--- src/rtl/down_counter_timer_if.sv ---
// Control/status bundle for down_counter_timer: load/enable strobes in, count and state flags out.
interface down_counter_timer_if #(
    parameter int WIDTH = 4
);
    logic             enable;
    logic             load;
    logic [WIDTH-1:0] load_value;
    logic [WIDTH-1:0] count_q;
    logic             running;
    logic             done;
    logic             tc;

    modport master (
        output enable, load, load_value,
        input  count_q, running, done, tc
    );

    modport slave (
        input  enable, load, load_value,
        output count_q, running, done, tc
    );
endinterface

--- src/rtl/down_counter_timer.sv ---
// Loadable down-counter / countdown timer with IDLE/RUN/EXPIRED states and a one-cycle tc pulse.
// Define AUTO_RELOAD_EN to reload from the last loaded value at terminal count instead of expiring.
module down_counter_timer #(
    parameter int WIDTH = 4
) (
    input  logic                   clk,
    input  logic                   reset,
    down_counter_timer_if.slave    bus
);
    typedef enum logic [1:0] {
        ST_IDLE    = 2'd0,
        ST_RUN     = 2'd1,
        ST_EXPIRED = 2'd2
    } state_t;

    localparam logic [WIDTH-1:0] CNT_ZERO = {WIDTH{1'b0}};
    localparam logic [WIDTH-1:0] CNT_ONE  = {{(WIDTH-1){1'b0}}, 1'b1};

    state_t           r_state;
    logic [WIDTH-1:0] r_count;
    logic [WIDTH-1:0] r_reload;
    logic             r_running;
    logic             r_done;
    logic             r_tc;

    // State machine, count register and registered status flags.
    always_ff @(posedge clk or posedge reset) begin
        if (reset) begin
            r_state   <= ST_IDLE;
            r_count   <= CNT_ZERO;
            r_reload  <= CNT_ZERO;
            r_running <= 1'b0;
            r_done    <= 1'b0;
            r_tc      <= 1'b0;
        end else begin
            r_tc <= 1'b0;
            if (bus.load) begin
                r_count  <= bus.load_value;
                r_reload <= bus.load_value;
                if (bus.load_value != CNT_ZERO) begin
                    r_state   <= ST_RUN;
                    r_running <= 1'b1;
                    r_done    <= 1'b0;
                end else begin
                    r_state   <= ST_EXPIRED;
                    r_running <= 1'b0;
                    r_done    <= 1'b1;
                end
            end else begin
                case (r_state)
                    ST_IDLE: begin
                        r_count <= r_count;
                    end
                    ST_RUN: begin
                        if (bus.enable) begin
                            if (r_count == CNT_ONE) begin
                                r_tc <= 1'b1;
`ifdef AUTO_RELOAD_EN
                                r_count <= r_reload;
`else
                                r_count   <= CNT_ZERO;
                                r_state   <= ST_EXPIRED;
                                r_running <= 1'b0;
                                r_done    <= 1'b1;
`endif
                            end else if (r_count == CNT_ZERO) begin
                                // Unreachable zero in RUN: restart the period rather than wrap.
                                r_count <= r_reload;
                            end else begin
                                r_count <= r_count - CNT_ONE;
                            end
                        end else begin
                            r_count <= r_count;
                        end
                    end
                    ST_EXPIRED: begin
                        r_count <= CNT_ZERO;
                    end
                    default: begin
                        r_state   <= ST_IDLE;
                        r_count   <= CNT_ZERO;
                        r_running <= 1'b0;
                        r_done    <= 1'b0;
                    end
                endcase
            end
        end
    end

    assign bus.count_q = r_count;
    assign bus.running = r_running;
    assign bus.done    = r_done;
    assign bus.tc      = r_tc;
endmodule

--- src/flat_wrapper.sv ---
// flat-port wrapper written by rule: the top's interface ports become plain ports
module down_counter_timer_flat 
#(
    parameter int WIDTH = 4
)
  (clk, reset, bus_enable, bus_load, bus_load_value, bus_count_q, bus_running, bus_done, bus_tc);
  down_counter_timer_if #(.WIDTH(WIDTH)) bus_i ();
  input  logic clk;
  input  logic reset;
  input wire logic [$bits(bus_i.enable)-1:0] bus_enable;
  input wire logic [$bits(bus_i.load)-1:0] bus_load;
  input wire logic [$bits(bus_i.load_value)-1:0] bus_load_value;
  output wire logic [$bits(bus_i.count_q)-1:0] bus_count_q;
  output wire logic [$bits(bus_i.running)-1:0] bus_running;
  output wire logic [$bits(bus_i.done)-1:0] bus_done;
  output wire logic [$bits(bus_i.tc)-1:0] bus_tc;
  assign bus_i.enable = bus_enable;
  assign bus_i.load = bus_load;
  assign bus_i.load_value = bus_load_value;
  assign bus_count_q = bus_i.count_q;
  assign bus_running = bus_i.running;
  assign bus_done = bus_i.done;
  assign bus_tc = bus_i.tc;
  down_counter_timer #(.WIDTH(WIDTH)) u_core (.clk(clk), .reset(reset), .bus(bus_i));
endmodule
--- config.mk ---
export PLATFORM = sky130hd
export DESIGN_NAME = down_counter_timer_flat
export DESIGN_NICKNAME = d
export VERILOG_FILES = /design/src/rtl/down_counter_timer_if.sv /design/src/rtl/down_counter_timer.sv /design/src/flat_wrapper.sv
export SDC_FILE = /design/constraint.sdc
export NUM_CORES = 1
export LEC_CHECK = 0
export CAP_MARGIN = 30
export CORE_UTILIZATION = 40
export CTS_BUF_LIST = sky130_fd_sc_hd__clkbuf_8
export CTS_CLUSTER_DIAMETER = 50
export DETAILED_ROUTE_END_ITERATION = 16
export PLACE_DENSITY = 0.67
export SETUP_SLACK_MARGIN = 0.3
export SLEW_MARGIN = 0
export SYNTH_ARGS = -nofsm -noshare
export SYNTH_HDL_FRONTEND = slang
export SYNTH_SLANG_ARGS = --single-unit
--- constraint.sdc ---
create_clock -name clk -period 2.8 [get_ports clk]
set_input_delay 0.42 -clock clk [delete_from_list [all_inputs] [get_ports clk]]
set_output_delay 0.42 -clock clk [all_outputs]
set_load 0.005 [all_outputs]
==> impl_metrics.tcl <==
set metrics [dict create \
    die_width_microns 40.7 \
    syn_nets 67 \
    detailedRoute.firstPassIterationCount 4 \
    synthesis.area_sq_um 599 \
    nets 86 \
    numPortBuffers 14 \
    tritoncts "built" \
    fin_crit_ps 1940 \
    i_o_pin_count 15 \
    floorplan.initialDensity_pct 44.4 \
    routed-wl-met3_microns 71 \
    critical_path.max_stage_delay_ps 420 \
    timing.clock.skew_ps 1.62 \
    post_cts_hold_buffer_count 0 \
    ys_seq_elements 11 \
    chipHeight_microns 40.7 \
    synth_largest_area_cell "sky130_fd_sc_hd__dfrtp_1" \
    wl_mm 1.21 \
    detail_route.wirelength.met1_microns 600 \
    worst_hold_path_type "input pin to asynchronous set/reset pin" \
    grt_start_max_net_pins 14 \
    synthTopCellsByArea "sky130_fd_sc_hd__dfrtp_1, sky130_fd_sc_hd__mux2_2, sky130_fd_sc_hd__ha_1" \
    top_signal_layer_used "met3" \
    slowest_stage "sky130_fd_sc_hd__or3b_4" \
    cts_max_level 1 \
    synthFlopType "sky130_fd_sc_hd__dfrtp_1" \
    arrival_ps 2100 \
    synth_top_area_share_pct 45.9 \
    number_of_pins_exceeding_their_max_slew_limit_in_the_final_report 0 \
    p_leak_nw 0.336 \
    row_count 13 \
    timing.fmax_mhz 516 \
    crit_path_end_kind "flop" \
    worst_ep_required_ps 2970 \
    seq_area_frac_synth_pct 45.9 \
    globalplace.congestion 0.772 \
    overflow 0 \
    grt_setup_unrepaired "false" \
    timing.final.hold_violations 0 \
    cts_repair_resized_insts 0 \
    n_antenna_cell 0 \
    yosys_warnings 0 \
    ir_worst_vdd_mv 0.387 \
    gr-usage-all-layers_pct 18.2 \
    slew_headroom_pct 67.2 \
    post_cts.repair.setup_buffers 0 \
    run_status "finished, final reports clean" \
    postSynthCellCount 57 \
    cts.sinks 11 \
    total_length_of_routed_met2_wires_microns 540 \
    finalSetupViolCount 0 \
    viasPerCell 5.43 \
    antenna_found_initial 0 \
    worstPathMaxFanout 13 \
    final.setup.tns_ps 0 \
    post_synth.cell_area_avg_sq_um 10.5 \
    num_vias 489 \
    final.period_utilization_pct 69.2 \
    maxCapViolations 0 \
    ratio_of_cells_with_drive_above_1_in_the_final_layout_pct 14.7 \
    insertion_delay_ps 230 \
    worstMarginPinSlew_ps 491 \
    place.detailed.hpwl_microns 941 \
    mean_routed_wirelength_per_cell_microns 13.5 \
    synth_edf_count 0 \
    path_cells "clkdlybuf4s50_1 -> buf_4 -> or3b_4 -> a21o_4 -> a311o_1 -> a2bb2oi_2" \
    cts.clk_slew.worst_paths_ps 50 \
    synth_cell_types 26 \
    timing.setup.critical_path_class "input pin to flop" \
    power_density_nw_per_um2 632 \
    clk_root_buffer_cell "sky130_fd_sc_hd__clkbuf_8" \
    ys_top_cells_by_count "sky130_fd_sc_hd__dfrtp_1, sky130_fd_sc_hd__nor2_1, sky130_fd_sc_hd__inv_1" \
    first_global_vias 428 \
    drt_first_iter_violations 6 \
    ant_nets 0 \
    layout-area-overhead-vs-synth_pct 34.7 \
    die_area_sq_um 1660 \
    n_fill_cell 117 \
    cts_max_path_buffers 2 \
    grt_first_pass_wirelength_mm 1.94 \
    synth.most_common_cell "sky130_fd_sc_hd__dfrtp_1" \
    core_area_sq_um 1350 \
    drcViolationCount 0 \
    cts-buffers-inserted 3 \
    critical_path_start_type "input pin" \
    synth_async_sr_flop_share_pct 100 \
    total_power_uw 510 \
]
state kept, by name, summed over array words and instances, names as in the netlist:
| register | cells |
|---|---|
| u_core.bus.count_q | 4 |
| u_core.r_reload | 4 |
| u_core.r_state | 2 |
| u_core.bus.tc | 1 |
power by group:
group | switching [mW] | internal [mW]
Clock | 0.0544 | 0.0958
Combinational | 0.0643 | 0.0859
Sequential | 0.0286 | 0.181
critical path: cells and delay by family:
kind | cells | cell delay, ps
buffers and inverters | 2 | 580
AND/OR/NAND/NOR | 1 | 420
AO/OA/AOI/OAI | 3 | 680
placed cells by master (no fill, tap or decap), types with 2 or more instances in the layout:
| cell type | netlist | layout |
|---|---|---|
| sky130_fd_sc_hd__inv_1 | 5 | 6 |
| sky130_fd_sc_hd__o211ai_1 | 2 | 2 |
| sky130_fd_sc_hd__o31ai_1 | 2 | 2 |
| sky130_fd_sc_hd__nand2_1 | 2 | 2 |
| sky130_fd_sc_hd__clkbuf_8 | 0 | 3 |
| sky130_fd_sc_hd__mux2_2 | 3 | 3 |
| sky130_fd_sc_hd__a22oi_1 | 2 | 2 |
| sky130_fd_sc_hd__ha_1 | 2 | 2 |
| sky130_fd_sc_hd__o21ai_0 | 2 | 2 |
| sky130_fd_sc_hd__dfrtp_1 | 11 | 11 |
| sky130_fd_sc_hd__nor2_1 | 6 | 6 |
| sky130_fd_sc_hd__o21bai_1 | 2 | 2 |
| sky130_fd_sc_hd__a21oi_1 | 4 | 4 |
| sky130_fd_sc_hd__clkdlybuf4s50_1 | 0 | 14 |
metrics by stage:
step | instances | util [%] | area [sq um] | hold WS [ps] | setup slack [ps]
detailed placement | 86 | 56.4 | 762 | 508 | 623
global placement | 86 | 56.4 | 762 | 502 | 651
finish | 90 | 59.8 | 807 | 474 | 863
floorplan | 57 | - | 599 | 272 | 1270
global route | 90 | 59.8 | 807 | 539 | 828
CTS | 90 | 59.8 | 807 | 493 | 864
final cells by class:
cell class | count | area, sq um | area share, %
multi-input combinational | 40 | 302 | 37.4
sequential | 11 | 275 | 34.1
timing repair buffer | 15 | 148 | 18.3
clock buffer | 3 | 41.3 | 5.12
inverter | 5 | 18.8 | 2.33
tap | 15 | 18.8 | 2.33
clock inverter | 1 | 3.75 | 0.465
layer usage:
layer,up-vias,track usage [%]
met3,0,9.78
li1,249,-
met1,224,25.6
met4,0,2.50
met5,-,0
met2,16,25.0
cell families (layout without fill, tap and decap cells):
kind of cell	count (synthesis)	count (layout)	share of synthesized area, %
DFF	11	11	45.9
and+or+nand+nor	14	14	12.3
adders and majority gates	2	2	4.17
buffers and inverters	6	24	3.76
muxes	3	3	5.64
AOI/OAI and AO/OA	21	21	28.2
final timing paths:
| path | from | to | slack, ps | cells after the start |
|---|---|---|---|---|
| min | reset | u_core.r_state[1] | 470 | 2 |
| min reg2reg | u_core.r_reload[0] | u_core.r_reload[0] | 510 | 1 |
| max in group asynchronous | reset | u_core.bus.count_q[0] | 2040 | 2 |
| min in group clk | u_core.r_reload[0] | u_core.r_reload[0] | 510 | 1 |
| max | bus_load | u_core.bus.count_q[3] | 860 | 6 |
| max reg2reg | u_core.bus.count_q[0] | u_core.bus.count_q[0] | 1170 | 5 |
Power figures use the tool's default switching activity.
